**src/rtl/reg_word_serializer.sv**
```systemverilog
// Parallel-to-serial readout: loads one WIDTH-bit word on a valid/ready handshake and emits it LSB-first.
// Optional even-parity trailer bit when SERIALIZER_PARITY_EN is defined.
module reg_word_serializer #(
  parameter int WIDTH = 32,
  parameter int CNT_W = 6
) (
  input  logic             clk,
  input  logic             reset,
  input  logic             in_valid,
  input  logic [WIDTH-1:0] in_data,
  output logic             in_ready,
  output logic             ser_out,
  output logic             ser_valid,
  input  logic             ser_ready,
  output logic             ser_last,
  output logic             busy,
  output logic [15:0]      frame_count
);

`ifdef SERIALIZER_PARITY_EN
  typedef enum logic [1:0] {S_IDLE, S_SEND, S_PAR} state_t;
`else
  typedef enum logic [1:0] {S_IDLE, S_SEND} state_t;
`endif

  state_t             state_q, state_d;
  logic [WIDTH-1:0]   shreg_q, shreg_d;
  logic [CNT_W-1:0]   cnt_q, cnt_d;
  logic [15:0]        frame_cnt_q, frame_cnt_d;
  logic               last_data;
`ifdef SERIALIZER_PARITY_EN
  logic               par_q, par_d;
`endif

  assign last_data = (cnt_q == CNT_W'(WIDTH - 1));

  always_ff @(posedge clk) begin
    if (reset) begin
      state_q     <= S_IDLE;
      shreg_q     <= '0;
      cnt_q       <= '0;
      frame_cnt_q <= '0;
`ifdef SERIALIZER_PARITY_EN
      par_q       <= 1'b0;
`endif
    end else begin
      state_q     <= state_d;
      shreg_q     <= shreg_d;
      cnt_q       <= cnt_d;
      frame_cnt_q <= frame_cnt_d;
`ifdef SERIALIZER_PARITY_EN
      par_q       <= par_d;
`endif
    end
  end

  always_comb begin
    state_d     = state_q;
    shreg_d     = shreg_q;
    cnt_d       = cnt_q;
    frame_cnt_d = frame_cnt_q;
`ifdef SERIALIZER_PARITY_EN
    par_d       = par_q;
`endif
    case (state_q)
      S_IDLE: begin
        if (in_valid) begin
          shreg_d = in_data;
          cnt_d   = '0;
          state_d = S_SEND;
`ifdef SERIALIZER_PARITY_EN
          par_d   = ^in_data;
`endif
        end
      end
      S_SEND: begin
        if (ser_ready) begin
          shreg_d = shreg_q >> 1;
          cnt_d   = cnt_q + 1'b1;
          if (last_data) begin
`ifdef SERIALIZER_PARITY_EN
            state_d = S_PAR;
`else
            state_d     = S_IDLE;
            frame_cnt_d = frame_cnt_q + 16'd1;
`endif
          end
        end
      end
`ifdef SERIALIZER_PARITY_EN
      S_PAR: begin
        if (ser_ready) begin
          state_d     = S_IDLE;
          frame_cnt_d = frame_cnt_q + 16'd1;
        end
      end
`endif
      default: state_d = S_IDLE;
    endcase
  end

  // All outputs decode from registered state only; no input-to-output paths.
  always_comb begin
    in_ready  = (state_q == S_IDLE);
    busy      = ~in_ready;
    ser_valid = ~in_ready;
    ser_out   = 1'b0;
    ser_last  = 1'b0;
    case (state_q)
      S_SEND: begin
        ser_out = shreg_q[0];
`ifndef SERIALIZER_PARITY_EN
        ser_last = last_data;
`endif
      end
`ifdef SERIALIZER_PARITY_EN
      S_PAR: begin
        ser_out  = par_q;
        ser_last = 1'b1;
      end
`endif
      default: ;
    endcase
  end

  assign frame_count = frame_cnt_q;

endmodule
```
**config.mk**
```make
export PLATFORM = sky130hd
export DESIGN_NAME = reg_word_serializer
export DESIGN_NICKNAME = d
export VERILOG_FILES = /design/src/rtl/reg_word_serializer.sv
export SDC_FILE = /design/constraint.sdc
export NUM_CORES = 1
export LEC_CHECK = 0
export BUFFER_PORTS_ARGS = -buffer_cell sky130_fd_sc_hd__buf_2
export CORE_ASPECT_RATIO = 1.1
export CORE_MARGIN = 2
export CORE_UTILIZATION = 53
export DETAILED_ROUTE_END_ITERATION = 12
export GPL_TIMING_DRIVEN = 0
export MAX_ROUTING_LAYER = met4
export PLACE_DENSITY = 0.79
export SYNTH_ARGS = -nofsm -noshare
export SYNTH_HDL_FRONTEND = slang
export SYNTH_SLANG_ARGS = --single-unit
```
**constraint.sdc**
```tcl
create_clock -name clk -period 1.82 [get_ports clk]
set_clock_uncertainty 0.05 [all_clocks]
set_input_delay 0 -clock clk [delete_from_list [all_inputs] [get_ports clk]]
set_output_delay 0 -clock clk [all_outputs]
set_load 0.01 [all_outputs]
```
==> results.md, run 1 <==
- Outcome: finished, violations left
- Failing checks: hold timing
- Non-filler instance count after layout: 415
- Wire per inst: 14.2 um
- Final hold vios: 1
- Fin Setup TNS: 0 ns
- Yosys warns: 0
- Post-Route WL: 5900 um
- Setup slack, reg-to-reg: 0.06 ns
- Netlist area before placement: 2510 um2
- Post-Place Cells: 380
- Sequential share of the synthesized area: 43.9%
- Post-synth EDFFs: 0
- Root buf cell: clkbuf_8
- DR vias: 2,261
- Final #Nets: 396
- Area of the multi-input gates: 1320 um2
- Hold_ws: -0.00205 ns
- Gp weighted congestion: 0.789
- Most common cell after layout, fill and taps aside: buf_2
- Post-route ant nets: 0
- Die area: 5300 um2
- Total gr overflow: 0
- First-pass GRT wire length: 9780 um
- Nature of the critical path endpoint: register
- Data required time at the worst endpoint: 2.01 ns
- CTS Buf Count: 5
- Overall routing resource usage: 23.0%
- H-tree Lvls: 2
- Setup CP Type: reg2reg
- Flip-flop and latch area: 1110 um2
- Fraction of registers with async set/reset: 0%
- Startpoint Class: register
- # IOs: 57
- Arr. time, crit path: 1.95 ns
- Max incr delay on CP: 0.53 ns
- Crit path buf inv count: 0
- Clock Tree Buf Depth: 2
- Slew headroom: 54.3%
- Area delta synth->final: 30.2%
- CP top delay family: simple AND/OR/NAND/NOR gates
- Main synth FF type: dfxtp_1
- Largest net degree at the start of global routing: 17
- Core box area: 4590 um2
- Hold Crit Class: in2reg
- RSZ-0062 raised after global routing: no
- Crit-path cells: ha_4 -> and4b_4 -> nand4_1 -> or4_1 -> a21oi_1
- Most frequent cells in the layout: buf_2 (60), dfxtp_1 (52), nor2_1 (46), mux2i_1 (32), a211oi_1 (31)
- Syn Inst Count: 270
- Max Freq: 570 MHz
- Vias in the first global route: 2,158
- Mapped Nets: 308
- Syn avg cell area: 9.28 um2
- Clk sinks: 55
- Layout cells sized above 1: 22.8%
- Slew Viols, Final: 0
- FILL cells: 345
- IO buf count: 54
- Count of cell types in the netlist: 34
- Die H: 76.1 um
- Vias per cell: 5.45
- Register bit total from synthesis: 55
- 1st-pass router iterations: 4
- Initial Util: 54.6%
- Slowest CP cell: or4_1
- DRC: 0
- ANT cells: 0
- P_leak: 0.00138 uW
- Initial antenna violation count: 0
- Worst-Skew Late Latency: 0.31 ns
- CTS tree: yes
- FP Rows: 26
- Pwr Density: 771 nW/um2
- CP max FO: 4
- Worst-margin pin slew: 0.685 ns
- Final setup viols: 0
- Detailed Route Iter0 Violations: 116
- Period Utilization, post-route: 96.4%
- Maximum Capacitance Violations: 0
- HPWL Detailed: 3900 um
- Worst VDD drop: 0.000567 V
- Clock-pin slew on the worst setup and hold paths: 0.11 ns
- Die width: 69.6 um
- Min Tclk post-route: 1.76 ns
==> synth_stat cells, types with 5 or more instances <==
cell type,number,area (um2)
nand4_1,7,43.8
a21oi_1,9,45.0
nand2_1,7,26.3
mux2i_1,32,320
dfxtp_1,55,1100
clkbuf_1,10,37.5
xor2_1,10,87.6
buf_2,6,30.0
nor2_1,46,173
nand3_1,5,25.0
a211oi_1,31,233
==> area by class of cell <==
cell class	instances	share of cell area [%]
Sequential cell	55	33.9
Buffer	20	2.72
Tap cell	56	2.15
Inverter	4	0.460
Clock inverter	2	1.07
Clock buffer	6	2.53
Timing Repair Buffer	81	16.6
Multi-Input combinational cell	191	40.5
==> routing by layer <==
metal	up-vias	part of all wire, %	GRT usage [%]	wire length, um
met4	0	0.86	6.86	51
met5	-	0	-	0
met3	6	4.0	3.70	234
met1	1056	45	28.9	2640
met2	56	50	38.2	2980
li1	1143	-	-	-
==> power by group <==
group	total [uW]	internal, uW	switching (uW)
logic	355	177	178
registers	1310	1270	38.5
clock network	848	446	402
total	2510	1900	619
==> metrics by stage <==
stage,util (%),setup slack [ns],area [um2],total power (uW)
after CTS,70.6,0.0158,3240,2520
after global routing,71.1,0.00360,3260,2620
after detailed placement,62.1,-0.0313,2850,1640
final,71.1,0.0647,3260,2510
after floorplan,-,0.143,2510,1540
after global placement,62.1,-0.0172,2850,1630
==> path summary, 6_finish.rpt <==
path / startpoint / to / depth (start not counted)
hold reg to reg: shreg_q[29] / shreg_q[29] / 2
setup / recovery: cnt_q[1] / frame_count[14] / 5
hold / removal: in_data[29] / shreg_q[29] / 3
setup reg to reg: cnt_q[1] / frame_count[14] / 5
==> registers in the layout (all words and copies together), names as in the netlist <==
register     cells
cnt_q            6
frame_count     16
shreg_q         32
state_q          1
==> worst min-delay path: cells and delay by family <==
kind / cells / cell delay, ns
AOI/OAI and AO/OA: 1 / 0.09
buffers and inverters: 1 / 0.09
muxes: 1 / 0.14
==> cell families (layout without fill, tap and decap cells) <==
group           Yosys count  count (layout)  share of synthesized area [%]
compound gates           50              50                           13.8
xor+xnor                 12              12                           4.19
fa+ha+maj                 2               2                          0.998
buf+inv                  24             113                           4.04
flops                    55              55                           43.9
mux                      35              35                           14.1
simple gates             92              92                           18.9
==> timing repair <==
item | in CTS | in global routing
hold buffers | 27 | 0
buffers inserted | 0 | 0
pin swaps | 0 | 0
endpoints found under the hold margin | 27 | 0
endpoints found under the setup margin | 3 | 9
gates resized for setup | 3 | 6
Power figures use the tool's default switching activity.
==> run 2, diff against run 1 <==
--- a/config.mk
+++ b/config.mk
@@ -6,11 +6,10 @@
 export NUM_CORES = 1
 export LEC_CHECK = 0
 export BUFFER_PORTS_ARGS = -buffer_cell sky130_fd_sc_hd__buf_2
-export CORE_ASPECT_RATIO = 1.1
+export CORE_ASPECT_RATIO = 2
 export CORE_MARGIN = 2
 export CORE_UTILIZATION = 53
 export DETAILED_ROUTE_END_ITERATION = 12
-export GPL_TIMING_DRIVEN = 0
 export MAX_ROUTING_LAYER = met4
 export PLACE_DENSITY = 0.79
 export SYNTH_ARGS = -nofsm -noshare
==> run 2 against run 1 <==
Compared with the run above:
- the run now ends clean
- highest routed layer unchanged
- setup slack worse by 0.0091 ns
- first-iteration DRC count shrank 80%
- sequential cell count did not move
- total power shrank 7.4%
- critical endpoint is now frame_count[9]
- register-to-register slack about the same
==> results.md, run 2 (synthesized netlist as in run 1, its figures left out) <==
- Pwr Density: 721 nW/um2 (was 771 nW/um2)
- FP Rows: 35 (was 26)
- # IOs: 57 (unchanged)
- Crit path from: cnt_q[0] (was cnt_q[1])
- Gp weighted congestion: 0.750 (was 0.789)
- Startpoint Class: register (unchanged)
- Setup slack, reg-to-reg: 0.06 ns (about the same)
- First-pass GRT wire length: 9670 um (was 9780 um)
- Post-Place Cells: 370 (was 380)
- Period Utilization, post-route: 96.9% (was 96.4%)
- Max Freq: 567 MHz (was 570 MHz)
- H-tree Lvls: 2 (unchanged)
- WHS Path Cells: 3 (unchanged)
- CP top delay family: simple AND/OR/NAND/NOR gates (unchanged)
- Outcome: finished clean (was finished, violations left)
- Worst-margin pin slew: 0.405 ns (was 0.685 ns)
- P_leak: 0.00138 uW (about the same)
- Nature of the critical path endpoint: register (unchanged)
- Hold_ws: 0.0118 ns (was -0.00205 ns)
- Post-route ant nets: 0 (unchanged)
- CTS Buf Count: 5 (unchanged)
- Crit-path cells: ha_2 -> and4b_4 -> nand4_4 -> or4_1 -> a21oi_1 (was ha_4 -> and4b_4 -> nand4_1 -> or4_1 -> a21oi_1)
- Hold Crit Class: in2reg (unchanged)
- DRC: 0 (unchanged)
- Core box area: 4600 um2 (was 4590 um2)
- Final hold vios: 0 (was 1)
- CP max FO: 8 (was 4)
- Final #Nets: 389 (was 396)
- ANT cells: 0 (unchanged)
- Die H: 101 um (was 76.1 um)
- HPWL Detailed: 3680 um (was 3900 um)
- Setup CP Type: reg2reg (unchanged)
- Top reg by flops: shreg_q (unchanged)
- Total gr overflow: 0 (unchanged)
- Vias per cell: 5.50 (was 5.45)
- Data required time at the worst endpoint: 2.00 ns (was 2.01 ns)
- Max reg flops: 32 (unchanged)
- Post-Route WL: 5790 um (was 5900 um)
- DR vias: 2,232 (was 2,261)
- Die width: 52.6 um (was 69.6 um)
- RR Startpoint: cnt_q[0] (was cnt_q[1])
- Slew Viols, Final: 0 (unchanged)
- Arr. time, crit path: 1.94 ns (was 1.95 ns)
- 1st-pass router iterations: 4 (unchanged)
- Pre-CTS setup slack: 0.0398 ns (was -0.0313 ns)
- Dpl cell area: 2840 um2 (was 2850 um2)
- Stages on worst setup path: 5 (unchanged)
- Maximum Capacitance Violations: 0 (unchanged)
- Clock Tree Buf Depth: 2 (unchanged)
- Slowest CP cell: or4_1 (unchanged)
- Area delta synth->final: 28.9% (was 30.2%)
- Initial antenna violation count: 0 (unchanged)
- Vias in the first global route: 2,177 (was 2,158)
- Detailed Route Iter0 Violations: 23 (was 116)
- Initial Util: 54.5% (was 54.6%)
- Largest net degree at the start of global routing: 63 (was 17)
- Slew headroom: 73.0% (was 54.3%)
- Most common cell after layout, fill and taps aside: buf_2 (unchanged)
- IO buf count: 56 (was 54)
- Post-route cell area: 3230 um2 (was 3260 um2)
- Die area: 5330 um2 (was 5300 um2)
- Non-filler instance count after layout: 406 (was 415)
- Worst r2r path cells: 5 (unchanged)
- Min Tclk post-route: 1.76 ns (about the same)
- Max incr delay on CP: 0.46 ns (was 0.53 ns)
- Final Util: 70.2% (was 71.1%)
- Wire per inst: 14.3 um (was 14.2 um)
- Layout cells sized above 1: 24.2% (was 22.8%)
- Clk sinks: 55 (unchanged)
- Worst-Skew Late Latency: 0.30 ns (was 0.31 ns)
- Overall routing resource usage: 24.2% (was 23.0%)
- Final worst slack: 0.0556 ns (was 0.0647 ns)
- Most frequent cells in the layout: buf_2 (56), dfxtp_1 (51), nor2_1 (46), mux2i_1 (32), a211oi_1 (31) (was buf_2 (60), dfxtp_1 (52), nor2_1 (46), mux2i_1 (32), a211oi_1 (31))
- Crit path buf inv count: 0 (unchanged)
- Clock-pin slew on the worst setup and hold paths: 0.09 ns (was 0.11 ns)
- Worst VDD drop: 0.000826 V (was 0.000567 V)
- CTS tree: yes (unchanged)
- Root buf cell: clkbuf_8 (unchanged)
- Final setup viols: 0 (unchanged)
- Worst Hold Launch: in_data[18] (was in_data[29])
-- run 2: cell count changes in the layout (fill, tap and decap cells not counted), moves of 2 or more --
cell	delta
buf_4	+8
buf_2	-4
clkbuf_1	-10
dfxtp_2	+2
clkbuf_2	-2
-- run 2: area by class of cell --
class                   count  area (um2)
clock buffers               6        82.6
clock inverters             1        5.00
fillers                   373        1370
inverters                   4        15.0
multi-input cells         191        1310
flip-flops and latches     55        1110
well taps                  55        68.8
repair buffers             94         639
-- run 2: through the flow --
stage | TNS (ns) | power (uW)
after CTS | 0 | 2340
final | 0 | 2330
after global routing | -0.0600 | 2430
after global placement | 0 | 1620
after detailed placement | 0 | 1630
after floorplan | 0 | 1540
-- run 2: worst register-to-register path, cell delays in order (launching register included) --
cell,delay (ns)
dfxtp_2,0.36
ha_2,0.21
and4b_4,0.29
nand4_4,0.16
or4_1,0.46
a21oi_1,0.17
-- run 2: power by group --
group | internal (uW) | switching, uW
logic | 172 | 167
registers | 1270 | 39.8
clock network | 300 | 375
total | 1750 | 582
-- run 2: final timing paths --
path	to
max	frame_count[9]
min	shreg_q[18]
max reg2reg	frame_count[9]
min reg2reg	shreg_q[0]
-- run 2: metal layers --
layer | GRT usage, % | share of wire (%) | routed length [um]
met1 | 27.1 | 40 | 2330
met5 | - | 0 | 0
met3 | 3.10 | 2.8 | 164
met2 | 42.8 | 55 | 3180
met4 | 7.89 | 1.9 | 112
-- run 2: timing repair --
item                                    CTS  global route
gates resized for setup                   0             6
hold buffers                             28             0
endpoints found under the setup margin    0            11
setup buffers                             0             1
endpoints found under the hold margin    27             0
==> run 3, diff against run 2 <==
--- a/config.mk
+++ b/config.mk
@@ -6,7 +6,6 @@
 export NUM_CORES = 1
 export LEC_CHECK = 0
 export BUFFER_PORTS_ARGS = -buffer_cell sky130_fd_sc_hd__buf_2
-export CORE_ASPECT_RATIO = 2
 export CORE_MARGIN = 2
 export CORE_UTILIZATION = 53
 export DETAILED_ROUTE_END_ITERATION = 12
==> run 3 against run 2 <==
Compared with the run above:
- register-to-register slack gained 0.03 ns
- largest power group unchanged
- sequential power is essentially flat
- largest cell class unchanged
- non-clock buffer count grew 3
- setup slack gained 0.032 ns
- clock power is essentially flat
==> results.md, run 3 (synthesized netlist as in run 1, its figures left out) <==
- Clock-pin slew on the worst setup and hold paths: 0.10 ns (was 0.09 ns)
- Final #Nets: 392 (was 389)
- RR Startpoint: cnt_q[0] (unchanged)
- Worst r2r path cells: 5 (unchanged)
- Overall routing resource usage: 22.2% (was 24.2%)
- Max incr delay on CP: 0.55 ns (was 0.46 ns)
- Final setup viols: 0 (unchanged)
- Post-route ant nets: 0 (unchanged)
- Hold Crit Class: in2reg (unchanged)
- Min Tclk post-route: 1.73 ns (was 1.76 ns)
- Vias per cell: 5.51 (was 5.50)
- Grt met1 use: 26.0% (was 27.1%)
- Largest net degree at the start of global routing: 63 (unchanged)
- Final hold vios: 0 (unchanged)
- Total gr overflow: 0 (unchanged)
- IO buf count: 56 (unchanged)
- WHS Path Cells: 4 (was 3)
- Core box area: 4630 um2 (was 4600 um2)
- Worst-Skew Late Latency: 0.32 ns (was 0.30 ns)
- Root buf cell: clkbuf_8 (unchanged)
- Data required time at the worst endpoint: 2.03 ns (was 2.00 ns)
- RSZ-0062 raised after global routing: no
- DR vias: 2,254 (was 2,232)
- Wire per inst: 13.7 um (was 14.3 um)
- Crit-path cells: ha_4 -> and4b_4 -> nand4_1 -> or4_4 -> a21oi_2 (was ha_2 -> and4b_4 -> nand4_4 -> or4_1 -> a21oi_1)
- # IOs: 57 (unchanged)
- Nature of the critical path endpoint: register (unchanged)
- Initial antenna violation count: 0 (unchanged)
- Vias in the first global route: 2,041 (was 2,177)
- FP Rows: 25 (was 35)
- M3 GR Usage: 5.11% (was 3.10%)
- ANT cells: 0 (unchanged)
- Clock Tree Buf Depth: 2 (unchanged)
- Most frequent cells in the layout: buf_2 (56), dfxtp_1 (51), nor2_1 (46), dlygate4sd3_1 (33), mux2i_1 (32) (was buf_2 (56), dfxtp_1 (51), nor2_1 (46), mux2i_1 (32), a211oi_1 (31))
- CTS Buf Count: 5 (unchanged)
- Most common cell after layout, fill and taps aside: buf_2 (unchanged)
- Setup CP Type: reg2reg (unchanged)
- Outcome: finished clean (unchanged)
- Area of the multi-input gates: 1330 um2 (was 1310 um2)
- Max Freq: 577 MHz (was 567 MHz)
- Detailed Route Iter0 Violations: 94 (was 23)
- Reg2reg end: frame_count[14] (was frame_count[9])
- Area delta synth->final: 31.3% (was 28.9%)
- 1st-pass router iterations: 6 (was 4)
- Fin Setup TNS: 0 ns (unchanged)
- Worst VDD drop: 0.000585 V (was 0.000826 V)
- Met2 global-route usage: 37.9% (was 42.8%)
- Slew headroom: 60.1% (was 73.0%)
- Period Utilization, post-route: 95.2% (was 96.9%)
- Die width: 72.8 um (was 52.6 um)
- Hold path endpoint: shreg_q[31] (was shreg_q[18])
- Worst-margin pin slew: 0.598 ns (was 0.405 ns)
- First-pass GRT wire length: 8990 um (was 9670 um)
- CP max FO: 4 (was 8)
- Clk sinks: 55 (unchanged)
- Setup slack, reg-to-reg: 0.09 ns (was 0.06 ns)
- Die H: 72.8 um (was 101 um)
- CTS tree: yes (unchanged)
- H-tree Lvls: 2 (unchanged)
- Die area: 5290 um2 (was 5330 um2)
- Slowest CP cell: or4_4 (was or4_1)
- Top reg by flops: shreg_q (unchanged)
- Gp weighted congestion: 0.789 (was 0.750)
- Worst Hold Launch: in_data[31] (was in_data[18])
- Hold_ws: 0.0515 ns (was 0.0118 ns)
- Flip-flop and latch area: 1110 um2 (unchanged)
- P_leak: 0.00139 uW (was 0.00138 uW)
- GRT busiest layer: met2 (unchanged)
- Slew Viols, Final: 0 (unchanged)
- FILL cells: 351 (was 373)
- Post-Route WL: 5610 um (was 5790 um)
- Layout cells sized above 1: 24.2% (about the same)
- Startpoint Class: register (unchanged)
- Max reg flops: 32 (unchanged)
- Arr. time, crit path: 1.94 ns (about the same)
- HPWL Detailed: 3490 um (was 3680 um)
- Pwr Density: 712 nW/um2 (was 721 nW/um2)
- Maximum Capacitance Violations: 0 (unchanged)
- Initial Util: 54.1% (was 54.5%)
- DRC: 0 (unchanged)
## run 3: worst max-delay path, delay by kind of cell, from the launching register on
kind | cells | cell delay [ns]
AOI/OAI and AO/OA | 1 | 0.14
and+or+nand+nor | 3 | 0.96
adders and majority gates | 1 | 0.15
DFF | 1 | 0.38
## run 3: timing repair
| action | in CTS | in global routing |
|---|---|---|
| endpoints found under the hold margin | 30 | 2 |
| hold buffers | 31 | 2 |
| buffers inserted | 0 | 1 |
| endpoints found under the setup margin | 0 | 7 |
| resized for setup | 0 | 8 |
## run 3: worst max-delay path by stage
| stage | start | to | slack, ns | cells past startpoint |
|---|---|---|---|---|
| finish | cnt_q[0] | frame_count[14] | 0.09 | 5 |
| global route | frame_count[0] | frame_count[14] | 0.0002 | 5 |
| CTS | cnt_q[0] | frame_count[14] | 0.03 | 5 |
| detailed placement | cnt_q[0] | frame_count[15] | 0.05 | 5 |
| global placement | cnt_q[0] | frame_count[15] | 0.09 | 5 |
| floorplan | cnt_q[0] | frame_count[15] | 0.14 | 5 |
## run 3: layout make-up
class,instances,share of cell area [%]
Clock buffer,5,2.09
Clock inverter,3,0.608
Inverter,4,0.456
Multi-Input combinational cell,191,40.4
Sequential cell,55,33.6
Tap cell,54,2.05
Timing Repair Buffer,97,20.8
## run 3: routing by layer
metal  share of wire (%)  vias up
li1                    -     1147
met1                  45     1049
met2                  50       46
met3                 3.4       12
met4                 1.8        0
met5                   0        -
## run 3: stage by stage
stage                     cell area, um2  power [uW]  utilization [%]  setup WS (ns)  instances
final                               3290        2340             71.1         0.0880        409
after global routing                3290        2450             71.1       0.000191        409
after floorplan                     2510        1540                -          0.143        270
after CTS                           3230        2350             69.8         0.0336        406
after detailed placement            2830        1630             61.2         0.0538        367
after global placement              2830        1620             61.2         0.0869        367
## run 3: power by group
part	total (uW)	internal, uW	leakage, uW	switching, uW
logic	356	183	0.000895	172
registers	1310	1270	0.000453	39.1
clock network	675	269	0.0000402	407
total	2340	1730	0.00139	618
